**src/rtl/scs8hd_xnor3_paracc_1.sv**
```systemverilog
// Frame parity accumulator over xnor3 triplets with a one-cycle HOLD result phase.
// Optional triplet-count output CNT is enabled by defining SCS8HD_PARACC_CNT_EN.
module scs8hd_xnor3_paracc_1 #(
  parameter int MAXLEN = 16
) (
  input  logic       CLK,
  input  logic       RESET,
  input  logic       A,
  input  logic       B,
  input  logic       C,
  input  logic       VALID,
  input  logic       LAST,
  input  logic       EXP,
  output logic       READY,
  output logic       X,
  output logic       DONE,
  output logic       ERR
`ifdef SCS8HD_PARACC_CNT_EN
  ,
  output logic [7:0] CNT
`endif
);

  typedef enum logic [1:0] {IDLE = 2'd0, ACC = 2'd1, HOLD = 2'd2} state_e;

  state_e     state_q, state_d;
  logic       acc_q, acc_d;
  logic [7:0] len_q, len_d;
  logic       ovf_q, ovf_d;
  logic       x_q, x_d;
  logic       err_q, err_d;
  logic       t, close;

  assign t = ~(A ^ B ^ C);

  always_ff @(posedge CLK or posedge RESET) begin
    if (RESET) begin
      state_q <= IDLE;
      acc_q   <= 1'b0;
      len_q   <= 8'd0;
      ovf_q   <= 1'b0;
      x_q     <= 1'b0;
      err_q   <= 1'b0;
    end else begin
      state_q <= state_d;
      acc_q   <= acc_d;
      len_q   <= len_d;
      ovf_q   <= ovf_d;
      x_q     <= x_d;
      err_q   <= err_d;
    end
  end

  // Result registers load on the closing edge so they are valid throughout HOLD.
  always_comb begin
    state_d = state_q;
    acc_d   = acc_q;
    len_d   = len_q;
    ovf_d   = ovf_q;
    close   = 1'b0;
    case (state_q)
      IDLE: if (VALID) begin
        acc_d   = t;
        len_d   = 8'd1;
        ovf_d   = 1'b0;
        close   = LAST;
        state_d = LAST ? HOLD : ACC;
      end
      ACC: if (VALID) begin
        acc_d   = acc_q ^ t;
        len_d   = len_q + 8'd1;
        close   = LAST || (len_d == 8'(MAXLEN));
        ovf_d   = close && !LAST;
        state_d = close ? HOLD : ACC;
      end
      HOLD:    state_d = IDLE;
      default: state_d = IDLE;
    endcase
    x_d   = close ? acc_d : x_q;
    err_d = close ? ((acc_d != EXP) || ovf_d) : err_q;
  end

  always_comb begin
    READY = !RESET && (state_q != HOLD);
    DONE  = (state_q == HOLD);
    X     = x_q;
    ERR   = err_q;
  end

`ifdef SCS8HD_PARACC_CNT_EN
  logic [7:0] cnt_q;
  always_ff @(posedge CLK or posedge RESET) begin
    if (RESET)      cnt_q <= 8'd0;
    else if (close) cnt_q <= len_d;
  end
  assign CNT = cnt_q;
`endif

endmodule

```
**config.mk**
```make
export PLATFORM = sky130hd
export DESIGN_NAME = scs8hd_xnor3_paracc_1
export DESIGN_NICKNAME = d
export VERILOG_FILES = /design/src/rtl/scs8hd_xnor3_paracc_1.sv
export SDC_FILE = /design/constraint.sdc
export NUM_CORES = 1
export LEC_CHECK = 0
export CAP_MARGIN = 30
export CORE_AREA = 2 2 44 46
export CTS_BUF_LIST = sky130_fd_sc_hd__clkbuf_4 sky130_fd_sc_hd__clkbuf_8 sky130_fd_sc_hd__clkbuf_16
export DETAILED_ROUTE_END_ITERATION = 6
export DIE_AREA = 0 0 46 48
export PLACE_DENSITY = 0.75
export REMOVE_ABC_BUFFERS = 1
export SYNTH_ARGS = -nofsm -noshare
export SYNTH_HDL_FRONTEND = slang
export SYNTH_SLANG_ARGS = --single-unit
```
**constraint.sdc**
```tcl
create_clock -name CLK -period 1.7 [get_ports CLK]
set_clock_uncertainty 0.15 [all_clocks]
set_input_delay 0.17 -clock CLK [delete_from_list [all_inputs] [get_ports CLK]]
set_output_delay 0.17 -clock CLK [all_outputs]
set_load 0.01 [all_outputs]
```
# After elaboration in Yosys (flattened, before gate mapping)

Cells that the tools add are included.

Bits in registers: 14
Word-level logic and storage cells: 45
Output and inout port bits: 4

Add/sub/neg operators: 1
Equal/unequal tests: 7
Mux-type cells: 17
Reductions and logical operators: 10
Bitwise gates (word level): 4

Operators with widths:

| cell                  | count |
|---|---|
| $mux W8               | 2 |
| $pmux W8 S2           | 1 |
| $add A8 B1 Y8 const B | 1 |
| $eq A8 B5 Y1 const B  | 1 |
| $mux W2               | 4 |
| $mux W1               | 6 |
| $ne A2 B2 Y1 const B  | 3 |
| $pmux W1 S2           | 3 |
| $pmux W2 S2           | 1 |
| $reduce_and A3 Y1     | 1 |
| $xor A1 B1 Y1         | 3 |
| $eq A2 B1 Y1 const B  | 1 |
| $eq A2 B2 Y1 const B  | 1 |
| $logic_and A1 B1 Y1   | 2 |
| $logic_not A1 Y1      | 2 |
| $logic_not A2 Y1      | 1 |
| $logic_or A1 B1 Y1    | 2 |
| $reduce_and A2 Y1     | 1 |
| $reduce_bool A2 Y1    | 1 |
| $ne A1 B1 Y1          | 1 |
| $not A1 Y1            | 1 |

# Longest topological paths before layout

Word-level depth: 8
Mapped depth: 6

# Worst setup path before layout

OpenSTA, ideal clock, no wires.

Kind: reg2reg
Start: register len_q[3]
End: register x_q (netlist: X)
Data arrival time: 1555 ps
Buffers on the path: 0
Setup slack: -130 ps
Library setup time: 125 ps
Cell stages (with the launch flop): 6
Data required time: 1425 ps
Period minus slack after synthesis: 1830 ps
Cells stage by stage: dfrtp_1 and2_4 a211o_1 a221oi_2 o21ai_2 mux2_4

Cells in the longest elaborated chain, start to end: 5

Ends and longest elaborated chain:

| what                     | line | RTL |
|---|---|---|
| start: declaration       | 28   | `logic [7:0] len_q, len_d;` |
| start signal: assignment | 47   | `len_q <= len_d;` |
| $add A8 B1 Y8            | 71   | `len_d = len_q + 8'd1;` |
| $eq A8 B5 Y1             | 72   | `close = LAST \|\| (len_d == 8'(MAXLEN));` |
| $logic_or A1 B1 Y1       | 72   |  |
| $mux W1                  | 69   | `ACC: if (VALID) begin` |
| $pmux W1 S2              | 61   | `case (state_q)` |
| end signal: assignment   | 42   | `x_q <= 1'b0;` |
| end signal: assignment   | 49   | `x_q <= x_d;` |
| end: declaration         | 30   | `logic x_q, x_d;` |

No other way between the ends.
A chain may end at the register's enable or synchronous reset.

# Final worst setup path

Start: register len_q[0]
End: register x_q (netlist: X)

The elaborated chain is that of the path after synthesis.

==> metrics.sh <==
NNETSFINAL=117
VIAS=702
DP.FINAL_HPWL_UM=1287
VIASPERCELL=5.661
LEAKAGEPOWER_nW=0.4615
SYNTH-SIMPLE-AREA-SHARE=0.2286
POST_LAYOUT_INSTANCE_AREA_UM2=1007
GRT_ANTENNA_BEFORE_REPAIR=0
ROWS=15
MAX-SLEW-MARGIN-REL=0.6735
CRIT_TYPE='flop to flop'
INITIAL_CORE_UTIL=0.4407
REPORT.FINAL.SLEW_VIOL_COUNT=0
DETAIL_ROUTE.WIRELENGTH_UM=1727
WORST_PATH_LARGEST_CELL_DELAY_PS=400
CORE_REGION_AREA_UM2=1689
PORTBUFFERS=11
MAX_CAP_VIOL_COUNT=0
CHIPWIDTH_UM=46
CTS_TREE='done'
REPLACE_CONGESTION=0.7992
REMAINING_ROUTING_DRC_VIOLATIONS=0
RUN_STATUS='finished, violations left'
COUNT_OF_ENDPOINTS_FAILING_SETUP_IN_THE_FINAL_REPORT=3
SYNTH_TOP_CELL_BY_AREA='dfrtp_1'
FIRST_GLOBAL_VIAS=634
WORST_SETUP_PATH_END_KIND='flop'
P_TOTAL_mW=0.8921
SYNTHESIS.AREA_UM2=744.5
DRIVE_ABOVE_1_SHARE=0.2617
INSERTEDDIODECOUNT=0
TOTAL_OF_FLIP_FLOPS_PLUS_LATCHES_AFTER_SYNTHESIS=13
IR_DROP_V=0.0004479
COMPOUND_GATE_FRACTION_OF_SYNTH_AREA=0.1933
ADDER_CELL_SHARE_OF_THE_SYNTHESIZED_AREA=0.01681
WORST_PATH_MAX_DELAY_CELL='dfrtp_1'
CLKTRANSATPATHREGS_PS=90
SYNTH_TOP_FAMILY_BY_AREA='simple AND/OR/NAND/NOR gates'
DRTANTENNAVIOLNETS=0
OVERFLOW=0
GRT_MAX_DEGREE=14
WORSTSKEWPAIRLATENCY_PS=280
PLACED_CELL_AREA_UM2=972.2
DIE_HEIGHT_UM=48
REQUIRED_PS=1720
GRT_SETUP_UNREPAIRED='yes'
SYNTH.YOSYS.SEQ_AREA_SHARE=0.4370
DR.PASS1.ITERS=4
DRT-WIRELENGTH-PER-CELL_UM=13.93
WORSTMARGINPINSLEW_PS=489.2
FINALWORSTSETUPSLACK_PS=-124.6
CLKSINKCOUNT=13
FINAL.PERIOD_UTILIZATION=1.073
NUMBER_OF_FILL_CELLS_IN_THE_LAYOUT=145
CP_CELL_SEQUENCE='and3_4 -> a211o_1 -> a221oi_2 -> o21ai_2 -> mux2_4'
POSTCTSSETUPREPAIRBUFS=0
SYNTH-XOR-AREA-SHARE=0.05882
GRT_UTIL_ALL_LAYERS=0.1767
YOSYS_WARNINGS=0
LAYOUT_COMMON_CELLS='14 x buf_4, 13 x dfrtp_1, 12 x nand2_1, 9 x clkdlybuf4s50_1, 7 x o21ai_0'
COMMONEST_NON_FILL_NON_TAP_CELL_IN_THE_LAYOUT='buf_4'
FLOORPLAN.DIE_AREA_UM2=2208
CTS-ROOT-BUF='clkbuf_4'
VIOLATED_CHECKS='setup timing'
WORST_PATH_DOMINANT_CELL_FAMILY='compound AO/OA/AOI/OAI gates'
YS_TOP_CELLS_BY_AREA='dfrtp_1 44%, nand2_1 6.1%, o21ai_0 4.7%, xnor2_1 4.7%, nand3_1 3.4%'
STARTPOINT_TYPE='flop'
DR.FIRST_ITER.DRC_COUNT=31
CTS_MAX_PATH_BUFFERS=2
NETLIST_INSTANCES=80
CP_MAX_FO=5
SYNTH.MUX.AREA_FRACTION=0.03361
WORSTPATHARRIVAL_PS=1840
REPORT.FINAL.HOLD_VIOL_COUNT=0
FLOW.AREA_GROWTH_FROM_SYNTHESIS_PCT=35.29
SYNTH_UNIQUE_CELLS=31
CTS_MAX_LEVEL=1
WORSTPATHBUFFERINVERTERCOUNT=0
FIRST_PASS_GRT_WIRE_LENGTH_UM=2766
ACHIEVABLE-FREQUENCY_GHz=0.5481
HOLD_FIX_BUFFER_COUNT_AFTER_CTS=0
FINAL.MIN_CLOCK_PERIOD_PS=1825
HOLDCRITPATHCLASS='primary input to async pin'
CTS-BUFFERS-INSERTED=3
POST_SYNTH.CELL_AREA_AVG_UM2=9.306
NETLIST.AREA_LEADER.SHARE=0.4370
POWER_PER_CELL_AREA_nW_PER_UM2=885.7
DESIGN.PORTCOUNT=12
SETUP-TNS-FINAL_PS=-214.8
PLACE_WS_PS=-218.2
## cell families after synthesis
logic type / Yosys count
buffers and inverters: 6
DFF: 13
AOI/OAI and AO/OA: 21
adders and majority gates: 1
and+or+nand+nor: 32
muxes: 2
xor gates and xnor gates: 5
## final cells by class
type	instances	area, um^2	area share
well taps	17	21.27	0.02112
multi-input cells	61	402.9	0.4000
clock buffers	4	30.03	0.02981
flip-flops and latches	13	325.3	0.3230
repair buffers	25	212.7	0.2112
inverters	4	15.01	0.01491
## per-layer routing
metal  track usage  up-vias  part of all wire
li1              -      338                 -
met1        0.2610      323              0.46
met2        0.2694       31              0.46
met3       0.01132       10             0.052
met4       0.06857        0             0.023
met5             0        -                 0
## report_power, final
group / switching, mW / internal, mW / leakage [nW]
Sequential: 0.0310 / 0.358 / 0.168
Clock: 0.106 / 0.107 / 0.0184
Combinational: 0.138 / 0.152 / 0.275
## cells in the mapped netlist, drive strengths merged
cell	count
and2	2
buf	1
nor2b	3
or2	1
o31ai	3
a32oi	1
a221oi	1
a211o	1
o21ai	8
a22o	1
ha	1
a21o	1
nand2	12
mux2i	1
nand4b	2
dfrtp	13
mux2	1
nand3	5
clkbuf	1
inv	4
a31oi	1
nand4	1
nand2b	2
xnor2	4
and3	1
nor2	3
a21oi	3
o22ai	1
xor2	1
## flip-flops by register name (all words and copies together) (netlist names)
register,count
ERR,1
X,1
acc_q,1
len_q,8
state_q,2
## per-stage QoR
stage	hold slack [ps]	util	std cells
finish	81.72	0.5963	124
floorplan	-103.0	-	78
global route	182.4	0.5963	124
CTS	119.6	0.5919	124
detailed placement	324.8	0.5756	120
global placement	308.4	0.5756	120
## timing repair
action	in CTS	in global routing
resized for setup	2	3
pin swaps	2	1
setup endpoints to repair	5	5
## final timing paths
kind	from	end	slack, ps	cells after the start
worst min-delay path	RESET	len_q[6]$_DFFE_PP0P_	80	2
min in group CLK	state_q[1]$_DFFE_PP0P_	state_q[0]$_DFFE_PP0P_	330	1
worst min register to register	state_q[1]$_DFFE_PP0P_	state_q[0]$_DFFE_PP0P_	330	1
max in group asynchronous	RESET	X$_DFFE_PP0P_	980	2
worst max-delay path	len_q[0]$_DFFE_PP0P_	X$_DFFE_PP0P_	-120	5
worst max register to register	len_q[0]$_DFFE_PP0P_	X$_DFFE_PP0P_	-120	5
No activity file was read; power rests on OpenSTA's default activity.
